$ cat config.mk
export PLATFORM = sky130hd
export DESIGN_NAME = axi_wr_arbiter
export DESIGN_NICKNAME = d
export VERILOG_FILES = /design/src/rtl/axi_wr_arbiter.sv
export SDC_FILE = /design/constraint.sdc
export NUM_CORES = 1
export LEC_CHECK = 0
export BUFFER_PORTS_ARGS = -buffer_cell sky130_fd_sc_hd__buf_2
export CAP_MARGIN = 20
export CORE_AREA = 2 2 105 107
export CTS_BUF_LIST = sky130_fd_sc_hd__clkbuf_8
export DETAILED_ROUTE_END_ITERATION = 7
export DIE_AREA = 0 0 107 109
export SLEW_MARGIN = 20
export SYNTH_ARGS = -nofsm -noshare
export SYNTH_HDL_FRONTEND = slang
export SYNTH_SLANG_ARGS = --single-unit
$ cat constraint.sdc
create_clock -name clk_sys -period 8.86 [get_ports clk_sys]
set_clock_uncertainty 0.15 [all_clocks]
set_input_delay 0.443 -clock clk_sys [delete_from_list [all_inputs] [get_ports clk_sys]]
set_output_delay 0.443 -clock clk_sys [all_outputs]
set_load 0.1 [all_outputs]
$ cat src/rtl/axi_wr_arbiter.sv
// Two-to-one AXI4 write-channel arbiter: round-robin whole-burst grants with AW/W kept
// together, in-order B routing back to the issuing requester, sticky per-requester errors.
module axi_wr_arbiter #(
  parameter int unsigned MAX_OUTSTANDING = 4,
  parameter int unsigned ID_WIDTH        = 4
) (
  input  logic                clk_sys,
  input  logic                rst_sys,
  input  logic [31:0]         s0_axi_awaddr,
  input  logic [7:0]          s0_axi_awlen,
  input  logic                s0_axi_awvalid,
  output logic                s0_axi_awready,
  input  logic [31:0]         s0_axi_wdata,
  input  logic [3:0]          s0_axi_wstrb,
  input  logic                s0_axi_wlast,
  input  logic                s0_axi_wvalid,
  output logic                s0_axi_wready,
  output logic [1:0]          s0_axi_bresp,
  output logic                s0_axi_bvalid,
  input  logic                s0_axi_bready,
  input  logic [31:0]         s1_axi_awaddr,
  input  logic [7:0]          s1_axi_awlen,
  input  logic                s1_axi_awvalid,
  output logic                s1_axi_awready,
  input  logic [31:0]         s1_axi_wdata,
  input  logic [3:0]          s1_axi_wstrb,
  input  logic                s1_axi_wlast,
  input  logic                s1_axi_wvalid,
  output logic                s1_axi_wready,
  output logic [1:0]          s1_axi_bresp,
  output logic                s1_axi_bvalid,
  input  logic                s1_axi_bready,
  output logic [31:0]         mst_axi_awaddr,
  output logic [7:0]          mst_axi_awlen,
  output logic [ID_WIDTH-1:0] mst_axi_awid,
  output logic                mst_axi_awvalid,
  input  logic                mst_axi_awready,
  output logic [31:0]         mst_axi_wdata,
  output logic [3:0]          mst_axi_wstrb,
  output logic                mst_axi_wlast,
  output logic                mst_axi_wvalid,
  input  logic                mst_axi_wready,
  input  logic [1:0]          mst_axi_bresp,
  input  logic                mst_axi_bvalid,
  output logic                mst_axi_bready,
  output logic [1:0]          err_flags,
  input  logic                err_clr,
  output logic [4:0]          outstanding
);

  localparam int unsigned PTR_W = (MAX_OUTSTANDING > 1) ? $clog2(MAX_OUTSTANDING) : 1;
  localparam int unsigned CNT_W = 5;
  localparam logic [PTR_W-1:0] PTR_LAST = PTR_W'(MAX_OUTSTANDING - 1);
  localparam logic [CNT_W-1:0] CNT_MAX  = CNT_W'(MAX_OUTSTANDING);

  typedef enum logic [1:0] {IDLE, ADDR, DATA} state_e;

  state_e                     state_q, state_d;
  logic                       grant_q, grant_d;
  logic                       last_grant_q, last_grant_d;
  logic [MAX_OUTSTANDING-1:0] order_q;
  logic [PTR_W-1:0]           wr_ptr_q, wr_ptr_d, rd_ptr_q, rd_ptr_d;
  logic [CNT_W-1:0]           count_q, count_d;
  logic [1:0]                 err_q, err_d;

  logic        sel_awvalid, sel_wvalid, sel_wlast, sel_bready;
  logic [31:0] sel_awaddr, sel_wdata;
  logic [7:0]  sel_awlen;
  logic [3:0]  sel_wstrb;
  logic        head, fifo_empty, push, pop, slot_free, b_route;

  // Views of the currently granted requester
  assign sel_awvalid = grant_q ? s1_axi_awvalid : s0_axi_awvalid;
  assign sel_awaddr  = grant_q ? s1_axi_awaddr  : s0_axi_awaddr;
  assign sel_awlen   = grant_q ? s1_axi_awlen   : s0_axi_awlen;
  assign sel_wvalid  = grant_q ? s1_axi_wvalid  : s0_axi_wvalid;
  assign sel_wdata   = grant_q ? s1_axi_wdata   : s0_axi_wdata;
  assign sel_wstrb   = grant_q ? s1_axi_wstrb   : s0_axi_wstrb;
  assign sel_wlast   = grant_q ? s1_axi_wlast   : s0_axi_wlast;

  // B path follows the oldest outstanding burst recorded in the order FIFO
  assign fifo_empty     = (count_q == '0);
  assign head           = order_q[rd_ptr_q];
  assign sel_bready     = head ? s1_axi_bready : s0_axi_bready;
  assign b_route        = !rst_sys && !fifo_empty;
  assign mst_axi_bready = b_route && sel_bready;
  assign s0_axi_bvalid  = b_route && !head && mst_axi_bvalid;
  assign s1_axi_bvalid  = b_route && head && mst_axi_bvalid;
  assign s0_axi_bresp   = (b_route && !head) ? mst_axi_bresp : 2'b00;
  assign s1_axi_bresp   = (b_route && head) ? mst_axi_bresp : 2'b00;

  assign pop       = mst_axi_bvalid && mst_axi_bready;
  assign push      = !rst_sys && (state_q == ADDR) && sel_awvalid && mst_axi_awready;
  assign slot_free = (count_q < CNT_MAX) || pop;

  assign err_flags   = err_q;
  assign outstanding = count_q;

  // Arbitration FSM and AW/W muxing; everything held at zero during reset
  always_comb begin
    state_d         = state_q;
    grant_d         = grant_q;
    last_grant_d    = last_grant_q;
    mst_axi_awaddr  = '0;
    mst_axi_awlen   = '0;
    mst_axi_awid    = '0;
    mst_axi_awvalid = 1'b0;
    mst_axi_wdata   = '0;
    mst_axi_wstrb   = '0;
    mst_axi_wlast   = 1'b0;
    mst_axi_wvalid  = 1'b0;
    s0_axi_awready  = 1'b0;
    s1_axi_awready  = 1'b0;
    s0_axi_wready   = 1'b0;
    s1_axi_wready   = 1'b0;
    if (!rst_sys) begin
      case (state_q)
        IDLE: begin
          if ((s0_axi_awvalid || s1_axi_awvalid) && slot_free) begin
            if (s0_axi_awvalid && s1_axi_awvalid) grant_d = ~last_grant_q;
            else                                  grant_d = s1_axi_awvalid;
            last_grant_d = grant_d;
            state_d      = ADDR;
          end
        end
        ADDR: begin
          mst_axi_awvalid = sel_awvalid;
          mst_axi_awaddr  = sel_awaddr;
          mst_axi_awlen   = sel_awlen;
          mst_axi_awid    = ID_WIDTH'(grant_q);
          s0_axi_awready  = !grant_q && mst_axi_awready;
          s1_axi_awready  = grant_q && mst_axi_awready;
          if (sel_awvalid && mst_axi_awready) state_d = DATA;
        end
        DATA: begin
          mst_axi_wvalid = sel_wvalid;
          mst_axi_wdata  = sel_wdata;
          mst_axi_wstrb  = sel_wstrb;
          mst_axi_wlast  = sel_wlast;
          s0_axi_wready  = !grant_q && mst_axi_wready;
          s1_axi_wready  = grant_q && mst_axi_wready;
          if (sel_wvalid && mst_axi_wready && sel_wlast) state_d = IDLE;
        end
        default: state_d = IDLE;
      endcase
    end
  end

  // Order FIFO pointers, occupancy and sticky error flags
  always_comb begin
    wr_ptr_d = wr_ptr_q;
    rd_ptr_d = rd_ptr_q;
    count_d  = count_q;
    err_d    = err_clr ? 2'b00 : err_q;
    if (push) wr_ptr_d = (wr_ptr_q == PTR_LAST) ? '0 : wr_ptr_q + PTR_W'(1);
    if (pop)  rd_ptr_d = (rd_ptr_q == PTR_LAST) ? '0 : rd_ptr_q + PTR_W'(1);
    if (push && !pop)      count_d = count_q + CNT_W'(1);
    else if (!push && pop) count_d = count_q - CNT_W'(1);
    if (pop && (mst_axi_bresp != 2'b00)) err_d[head] = 1'b1;
  end

  always_ff @(posedge clk_sys) begin
    if (rst_sys) begin
      state_q      <= IDLE;
      grant_q      <= 1'b0;
      last_grant_q <= 1'b1;
      wr_ptr_q     <= '0;
      rd_ptr_q     <= '0;
      count_q      <= '0;
      err_q        <= '0;
    end else begin
      state_q      <= state_d;
      grant_q      <= grant_d;
      last_grant_q <= last_grant_d;
      wr_ptr_q     <= wr_ptr_d;
      rd_ptr_q     <= rd_ptr_d;
      count_q      <= count_d;
      err_q        <= err_d;
    end
  end

  // Entry storage needs no reset: occupancy qualifies every read
  always_ff @(posedge clk_sys) begin
    if (push) order_q[wr_ptr_q] <= grant_q;
  end

endmodule

## After elaboration in Yosys (flattened, before gate mapping)

Cells that the tools add are included.

- Register bits: 19
- Input port bits: 168
- Output and inout port bits: 101
- Word-level logic and storage cells: 117

- Add/subtract/negate cells: 4
- $lt $le $gt $ge: 6
- Equality and inequality tests: 7
- Mux-type cells: 52
- Bitwise operators: 2
- Reduce and logical (&&, ||, !) cells: 38

Operator list:

| kind | count |
|---|---|
| 32-bit 2-to-1 mux | 6 |
| 1-bit logical AND | 24 |
| 1-bit 2-to-1 mux | 24 |
| 8-bit 2-to-1 mux | 3 |
| 2-bit 2-to-1 mux | 9 |
| 4-bit 2-to-1 mux | 3 |
| 5-bit 2-to-1 mux | 2 |
| 2-bit == test (second input constant) | 3 |
| 1-bit zero test | 6 |
| 2-bit by 3-bit < comparator with 1-bit output (second input constant) | 2 |
| 2-bit one-hot mux with 3 select lines | 1 |
| 5-bit by 1-bit adder with 5-bit output (second input constant) | 1 |
| 5-bit zero test | 1 |
| 5-bit by 3-bit < comparator with 1-bit output (second input constant) | 1 |
| 5-bit by 1-bit subtractor with 5-bit output (second input constant) | 1 |
| 2-bit by 1-bit adder with 2-bit output (second input constant) | 2 |
| 4-bit bitwise mux | 1 |
| 2-bit inequality test (second input constant) | 2 |
| 2-bit nonzero test | 2 |
| 3-bit AND reduction | 1 |
| 1-bit binary-select mux with 2-bit select | 1 |
| 1-bit demux with 2-bit select | 1 |
| 2-bit by 1-bit == test with 1-bit output (second input constant) | 1 |
| 2-bit by 1-bit greater-or-equal comparator with 1-bit output (second input constant) | 1 |
| 9 further kinds | 10 |

## Logic depth before layout (Yosys ltp)

Gate-level depths: netlist of the first run.

- Depth in word-level cells: 9
- Mapped depth: 11
- Gate-level depth less buffers: 10

## Worst setup path after synthesis of the first run

OpenSTA, ideal clock, no wires.

- Kind: register -> register
- Start: reg count_q[4], in the netlist outstanding[4]
- End: reg count_q[4], in the netlist outstanding[4]
- Setup time: 0.121 ns
- Arrival time: 3.231 ns
- Required time: 8.589 ns
- Setup slack: 5.359 ns
- Stages on the path, launching flop included: 11
- Path buffers: 0
- Period minus slack after synthesis: 3.501 ns
- Path through: dfxtp_1 > nor3_1 > a21oi_1 > nand3_4 > ha_1 > inv_1 > ha_1 > a21o_1 > a21oi_1 > mux2i_1 > mux2_2

- Word-level cells in the longest chain between the ends: 8
- Elaborated cells between the ends (all ways): 13
- Those cells by class: add/sub (2); mux (2); reduce/logical (9)

RTL lines:

| item | line | text |
|---|---|---|
| start: declaration | 63 | `logic [CNT_W-1:0] count_q, count_d;` |
| start signal: assignment | 177 | `count_q <= count_d;` |
| branches (longest 8 deep; another with 5-bit by 1-bit subtractor with 5-bit output) | -- |  |

Parallel ways; which one is timed is not known. The select of a mux whose other input is x is not followed.
A chain may end at the register's enable or synchronous reset.

## Final worst setup path of the first run

- Start: reg rd_ptr_q[0]
- End: reg count_q[4], in the netlist outstanding[4]

- Word-level cells in the longest chain between the ends: 8
- Elaborated cells between the ends (all ways): 10
- Those cells by class: mux (4); reduce/logical (6)

RTL lines:

| item | line | text |
|---|---|---|
| start: declaration | 62 | `logic [PTR_W-1:0] wr_ptr_q, wr_ptr_d, rd_ptr_q, rd_ptr_d;` |
| start signal: assignment | 176 | `rd_ptr_q <= rd_ptr_d;` |
| 1-bit binary-select mux with 2-bit select * | 83 | `assign head = order_q[rd_ptr_q];` |
| 1-bit 2-to-1 mux (implied by the code) * | 83 |  |
| 1-bit 2-to-1 mux * | 84 | `assign sel_bready = head ? s1_axi_bready : s0_axi_bready;` |
| 1-bit logical AND * | 86 | `assign mst_axi_bready = b_route && sel_bready;` |
| 1-bit logical AND * | 92 | `assign pop = mst_axi_bvalid && mst_axi_bready;` |
| 1-bit zero test | 157 | `if (push && !pop) count_d = count_q + CNT_W'(1);` |
| 1-bit logical AND | 157 |  |
| 5-bit 2-to-1 mux or 2-bit nonzero test (tied branches) | -- |  |

Every way passes the cells marked *; elsewhere a longest branch is shown, timed or not. The select of a mux whose other input is x is not followed.

==> results of run 1 <==
-- cell type report --
cell class | instances | area (sq um) | area share, %
multi-input combinational | 263 | 1870 | 48.0
timing repair buffer | 268 | 1350 | 34.6
sequential | 19 | 424 | 10.9
tap | 140 | 175 | 4.49
clock buffer | 3 | 41.3 | 1.06
inverter | 8 | 30.0 | 0.770
clock inverter | 1 | 5.00 | 0.128
antenna | 2 | 5.00 | 0.128
-- cells by family (layout without fill, tap and decap cells) --
logic type	Yosys count	count (layout)	share of synthesized area, %
multiplexers	92	92	39.0
adder cells (fa/ha/maj)	10	10	5.47
AO/OA/AOI/OAI	21	21	6.34
flip-flops	19	19	17.3
AND/OR/NAND/NOR	134	134	24.7
other	1	5	0.155
XOR/XNOR	3	3	1.08
buffers and inverters	32	280	5.88
-- sequential cells by signal (all words and copies together) (netlist names) --
signal / count
outstanding: 5
order_q: 4
err_flags: 2
rd_ptr_q: 2
state_q: 2
wr_ptr_q: 2
grant_q: 1
last_grant_q: 1
-- worst paths after layout --
check                           start                          end  cells after the start  slack (ps)
min reg2reg   err_flags[1]$_SDFF_PP0_      err_flags[1]$_SDFF_PP0_                      2         310
min                           err_clr      err_flags[1]$_SDFF_PP0_                      4         310
max reg2reg  rd_ptr_q[0]$_SDFFE_PP0N_  outstanding[4]$_SDFFE_PP0P_                     10        5440
max          rd_ptr_q[0]$_SDFFE_PP0N_  outstanding[4]$_SDFFE_PP0P_                     10        5440
-- layout by cell type, fill, tap and decap left out, drive strengths merged, types with 2 or more instances in the layout --
| cell type | n |
|---|---|
| a21o | 3 |
| a21oi | 6 |
| and2 | 6 |
| and3 | 11 |
| buf | 268 |
| clkbuf | 3 |
| conb | 3 |
| dfxtp | 15 |
| diode | 2 |
| edfxtp | 4 |
| ha | 9 |
| inv | 8 |
| mux2 | 5 |
| mux2i | 86 |
| nand2 | 4 |
| nand3 | 5 |
| nand3b | 3 |
| nor2 | 95 |
| nor2b | 4 |
| nor3 | 2 |
| o31a | 2 |
| o31ai | 2 |
| xor2 | 2 |
-- through the flow --
stage	instance area, sq um	worst slack, ps	power (mW)	hold slack (ps)	instances
floorplan	2430	5360	0.598	311	314
global placement	3850	5500	0.694	305	698
detailed placement	3850	5460	0.700	295	698
CTS	3890	5440	0.764	298	702
global route	3900	5270	0.800	334	703
finish	3900	5440	0.759	308	704
-- per-layer routing --
| layer | up-vias | track usage (%) | wire length, um |
|---|---|---|---|
| met1 | 1408 | 18.8 | 4010 |
| met2 | 110 | 28.3 | 5140 |
| met5 | - | 0 | 7 |
| li1 | 1572 | - | - |
| met4 | 2 | 2.50 | 48 |
| met3 | 7 | 4.00 | 747 |
-- power by group through the flow --
stage	Sequential (mW)	Clock (mW)	Combinational [mW]
6_report	0.133	0.0620	0.564
5_1_grt	0.136	0.0697	0.594
4_1_cts	0.133	0.0648	0.567
3_5_place_dp	0.134	0	0.565
3_3_place_gp	0.133	0	0.562
2_1_floorplan	0.145	0	0.453
-- worst reg2reg max path, stage by stage, from the launching register on --
cell and delay (ps):
dfxtp_1 470, mux4_2 620, mux2_4 350, nand3_4 120
ha_1 190, inv_1 110, fa_1 420, a21o_1 170
a21oi_1 170, mux2i_1 210, mux2_2 340
==> results.sh, run 1 <==
export IMPL_power_frac_comb_pct=74.3
export IMPL_grt_usage_pct=15.6
export IMPL_drt_first_iter_violations=166
export IMPL_ys_top_cells_by_area="mux2i_1 (35%), nor2_1 (15%), dfxtp_1 (12%)"
export IMPL_chipWidth_um=107
export IMPL_p_leak_nw=2.15
export IMPL_status="finished, final reports clean"
export IMPL_cts_inserted_buffers=3
export IMPL_fin_setup_tns_ps=0
export IMPL_max_cap_violations=0
export IMPL_num_nets_final=741
export IMPL_cp_slowest_stage_delay_ps=620
export IMPL_drt_total_wl_um=9950
export IMPL_crit_type="reg -> reg"
export IMPL_ys_flop_type="dfxtp_1"
export IMPL_via_per_inst=4.40
export IMPL_final_setup_viol_count=0
export IMPL_via_count=3099
export IMPL_path_clk_slew_ps=70
export IMPL_clock_latency_ps=260
export IMPL_avgSynthCellArea_sq_um=7.78
export IMPL_grt_overflow=0
export IMPL_layout_drive_gt1_share_pct=49.8
export IMPL_sequentialPowerShare_pct=17.5
export IMPL_fmax_mhz=292
export IMPL_vdd_drop_max_mv=0.106
export IMPL_clkPwrFrac_pct=8.2
export IMPL_synth_seq_cells=19
export IMPL_globalplace_congestion=0.824
export IMPL_grt_pass1_vias=2868
export IMPL_io_pin_count=269
export IMPL_cts_sinks=19
export IMPL_hpwl_um=8440
export IMPL_crit_chain="mux4_2 > mux2_4 > nand3_4 > ha_1 > inv_1 > fa_1 > a21o_1 > a21oi_1 > mux2i_1 > mux2_2"
export IMPL_syn_inst=312
export IMPL_hp_class="in -> reg"
export IMPL_yosysMostFrequentCell="nor2_1"
export IMPL_cts_buffer_depth=2
export IMPL_rows=38
export IMPL_cp_max_fo=6
export IMPL_cts_tree="yes"
export IMPL_wire_per_inst_um=14.1
export IMPL_finalCritPeriodShare_pct=38.6
export IMPL_grt_pass1_wl_um=14500
export IMPL_cts_setup_buffers=0
export IMPL_core_area_sq_um=10600
export IMPL_yosysTopAreaCell="mux2i_1"
export IMPL_dieArea_sq_um=11700
export IMPL_synth_seq_area_share_pct=17.3
export IMPL_antenna_found_initial=3
export IMPL_ys_async_sr_fraction_pct=0
export IMPL_synthTopCellsByCount="nor2_1 (95), mux2i_1 (86), dfxtp_1 (15)"
export IMPL_intPower_mw=0.285
export IMPL_cts_htree_levels=1
export IMPL_maxSlewViolCount=0
export IMPL_crit_family="multiplexers"
export IMPL_switching_share_pct=62.5
export IMPL_worstMarginPinSlew_ps=717
export IMPL_critPathBufInv=1
export IMPL_ant_nets=0
export IMPL_grt_max_degree=51
export IMPL_yosysUniqueCellTypes=42
export IMPL_p_per_area_nw_per_um2=195
export IMPL_worst_setup_path_start_kind="flip-flop"
export IMPL_n_fill_cell=1163
export IMPL_rsz0062_at_grt="no"
export IMPL_finalCriticalPeriod_ps=3420
export IMPL_yosys_warnings=0
export IMPL_root_buffer="clkbuf_8"
export IMPL_hold_viol=0
export IMPL_port_buffers=265
export IMPL_synth_edf_count=4
export IMPL_relSlewSlack_pct=52.2
export IMPL_hold_buffers=0
export IMPL_first_pass_iters=4
export IMPL_area_growth_pct=60.8
export IMPL_cts_resized=0
export IMPL_end_kind="flip-flop"
export IMPL_p_sw_mw=0.474
export IMPL_drc=0
export IMPL_netlist_area_leader_share_pct=35.5
export IMPL_die_h_um=109
export IMPL_initial_core_util_pct=22.9
export IMPL_netlist_area_sq_um=2430
export IMPL_final_core_util_pct=36.8
export IMPL_worstPathArrival_ps=3430
export IMPL_slowest_stage="mux4_2"
export IMPL_required_ps=8870
Note: power is estimated with default switching activity, not from simulation.
==> run 2: changes to the inputs <==
Settings changed: ABC_AREA set to 1, CORE_AREA 2 2 105 107 to 2 2 104 106, DIE_AREA 0 0 107 109 to 0 0 106 108.
Clock period 8.86 ns to 3.3 ns, I/O delays scaled along.
==> results.sh, run 2 <==
export IMPL_layout_drive_gt1_share_pct=44.0
export IMPL_vdd_drop_max_mv=0.240
export IMPL_dp_slack_ps=641
export IMPL_sequentialPowerShare_pct=18.3
export IMPL_final_core_util_pct=37.0
export IMPL_grt_overflow=0
export IMPL_hold_viol=0
export IMPL_antenna_found_initial=0
export IMPL_ys_async_sr_fraction_pct=0
export IMPL_io_pin_count=269
export IMPL_area_growth_pct=63.4
export IMPL_die_h_um=108
export IMPL_fmax_mhz=359
export IMPL_yosys_warnings=0
export IMPL_p_leak_nw=2.26
export IMPL_antenna_cells=0
export IMPL_num_nets_final=850
export IMPL_netlist_area_leader_share_pct=28.1
export IMPL_cts_buffer_depth=2
export IMPL_max_cap_violations=0
export IMPL_globalplace_congestion=0.840
export IMPL_core_area_sq_um=10200
export IMPL_intPower_mw=0.593
export IMPL_drc=0
export IMPL_switching_share_pct=62.8
export IMPL_ys_top_cells_by_area="nand2_1 (28%), a21oi_1 (19%), dfxtp_1 (13%)"
export IMPL_rsz0062_at_grt="no"
export IMPL_final_setup_viol_count=0
export IMPL_clock_latency_ps=250
export IMPL_path_clk_slew_ps=70
export IMPL_synth_seq_area_share_pct=18.2
export IMPL_wire_per_inst_um=12.8
export IMPL_grt_pass1_vias=3227
export IMPL_cts_setup_buffers=0
export IMPL_required_ps=2980
export IMPL_worst_setup_path_start_kind="flip-flop"
export IMPL_yosysMostFrequentCell="nand2_1"
export IMPL_grt_pass1_wl_um=15100
export IMPL_finalCriticalPeriod_ps=2790
export IMPL_yosysUniqueCellTypes=32
export IMPL_worstPathArrival_ps=2470
export IMPL_syn_inst=424
export IMPL_end_kind="primary output"
export IMPL_status="finished, final reports clean"
export IMPL_rows=37
export IMPL_drt_first_iter_violations=146
export IMPL_ant_nets=0
export IMPL_cts_tree="yes"
export IMPL_fin_setup_tns_ps=0
export IMPL_first_pass_iters=4
export IMPL_p_per_area_nw_per_um2=421
export IMPL_n_fill_cell=1144
export IMPL_via_count=3544
export IMPL_power_frac_comb_pct=71.3
export IMPL_hp_class="in -> reg"
export IMPL_netlist_area_sq_um=2310
export IMPL_mostFrequentLayoutCell="buf_2"
export IMPL_synth_seq_cells=19
export IMPL_avgSynthCellArea_sq_um=5.46
export IMPL_synthTopCellsByCount="nand2_1 (173), a21oi_1 (88), inv_1 (30)"
export IMPL_clkPwrFrac_pct=10.4
export IMPL_hpwl_um=8560
export IMPL_dieArea_sq_um=11400
export IMPL_grt_max_degree=67
export IMPL_ys_flop_type="dfxtp_1"
export IMPL_cts_sinks=19
export IMPL_final_cell_mix="buf_2 (265), nand2_1 (173), a21oi_1 (88)"
export IMPL_via_per_inst=4.39
export IMPL_yosysTopAreaCell="nand2_1"
export IMPL_finalCritPeriodShare_pct=84.4
export IMPL_multiInputGateArea_sq_um=1630
export IMPL_chipWidth_um=106
export IMPL_maxSlewViolCount=0
export IMPL_crit_type="reg -> out"
export IMPL_initial_core_util_pct=22.6
export IMPL_root_buffer="clkbuf_8"
export IMPL_setup_slack_ps=514
export IMPL_cp_max_fo=66
export IMPL_cts_inserted_buffers=3
export IMPL_ff_latch_area_sq_um=422
export IMPL_p_sw_mw=0.999
export IMPL_hold_buffers=0
export IMPL_grt_usage_pct=16.0
export IMPL_port_buffers=265
export IMPL_drt_total_wl_um=10300
export IMPL_synth_edf_count=4
export IMPL_largest_reg_flops=5
export IMPL_cts_htree_levels=1
export IMPL_cts_resized=0
## run 2: final timing paths
kind	start	end	slack [ps]	cells after the start
max reg2reg	grant_q$_SDFFE_PP0P_	outstanding[4]$_SDFFE_PP0P_	650	13
max	grant_q$_SDFFE_PP0P_	s1_axi_wready	510	5
min reg2reg	err_flags[1]$_SDFF_PP0_	err_flags[1]$_SDFF_PP0_	320	2
min	err_clr	err_flags[1]$_SDFF_PP0_	20	4
## run 2: layout make-up
class | count | share of cell area [%]
multi-input cells | 342 | 43.2
repair buffers | 270 | 36.4
flip-flops and latches | 19 | 11.2
well taps | 136 | 4.50
inverters | 36 | 3.57
clock buffers | 3 | 1.09
clock inverters | 1 | 0.132
## run 2: logic make-up after synthesis
family                     synth area share [%]
xor gates and xnor gates                  0.757
buffers and inverters                      11.9
muxes                                     0.865
other                                     0.162
DFF                                        18.2
and+or+nand+nor                            39.1
adders and majority gates                  5.73
AOI/OAI and AO/OA                          23.3
## run 2: power by group through the flow
stage	logic [mW]	clock network [mW]	registers, mW
after floorplan	0.844	0	0.349
after global placement	1.13	0	0.295
after detailed placement	1.14	0	0.297
after CTS	1.14	0.170	0.292
after global routing	1.21	0.181	0.296
final	1.14	0.165	0.291
## run 2: per-layer routing
layer / share of wire [%] / wire length, um / global-route usage (%) / up-vias
li1: - / - / - / 1836
met1: 42 / 4290 / 20.8 / 1555
met2: 51 / 5230 / 28.8 / 143
met3: 7.0 / 719 / 2.47 / 10
met4: 0.84 / 87 / 1.79 / 0
met5: 0 / 0 / 0 / -
## run 2: per-stage QoR
step	cells	area [sq um]	power [mW]	hold WS, ps
3_3_place_gp	803	3730	1.42	288
6_report	807	3780	1.59	23.0
4_1_cts	807	3780	1.60	18.7
3_5_place_dp	803	3730	1.43	294
2_1_floorplan	426	2330	1.19	150
5_1_grt	807	3780	1.69	38.8
## run 2: worst max-delay path, stage by stage (launching register included)
cell     delay (ps)
dfxtp_2         580
buf_4           450
inv_2           230
buf_12          240
nor3_1          200
buf_2           450
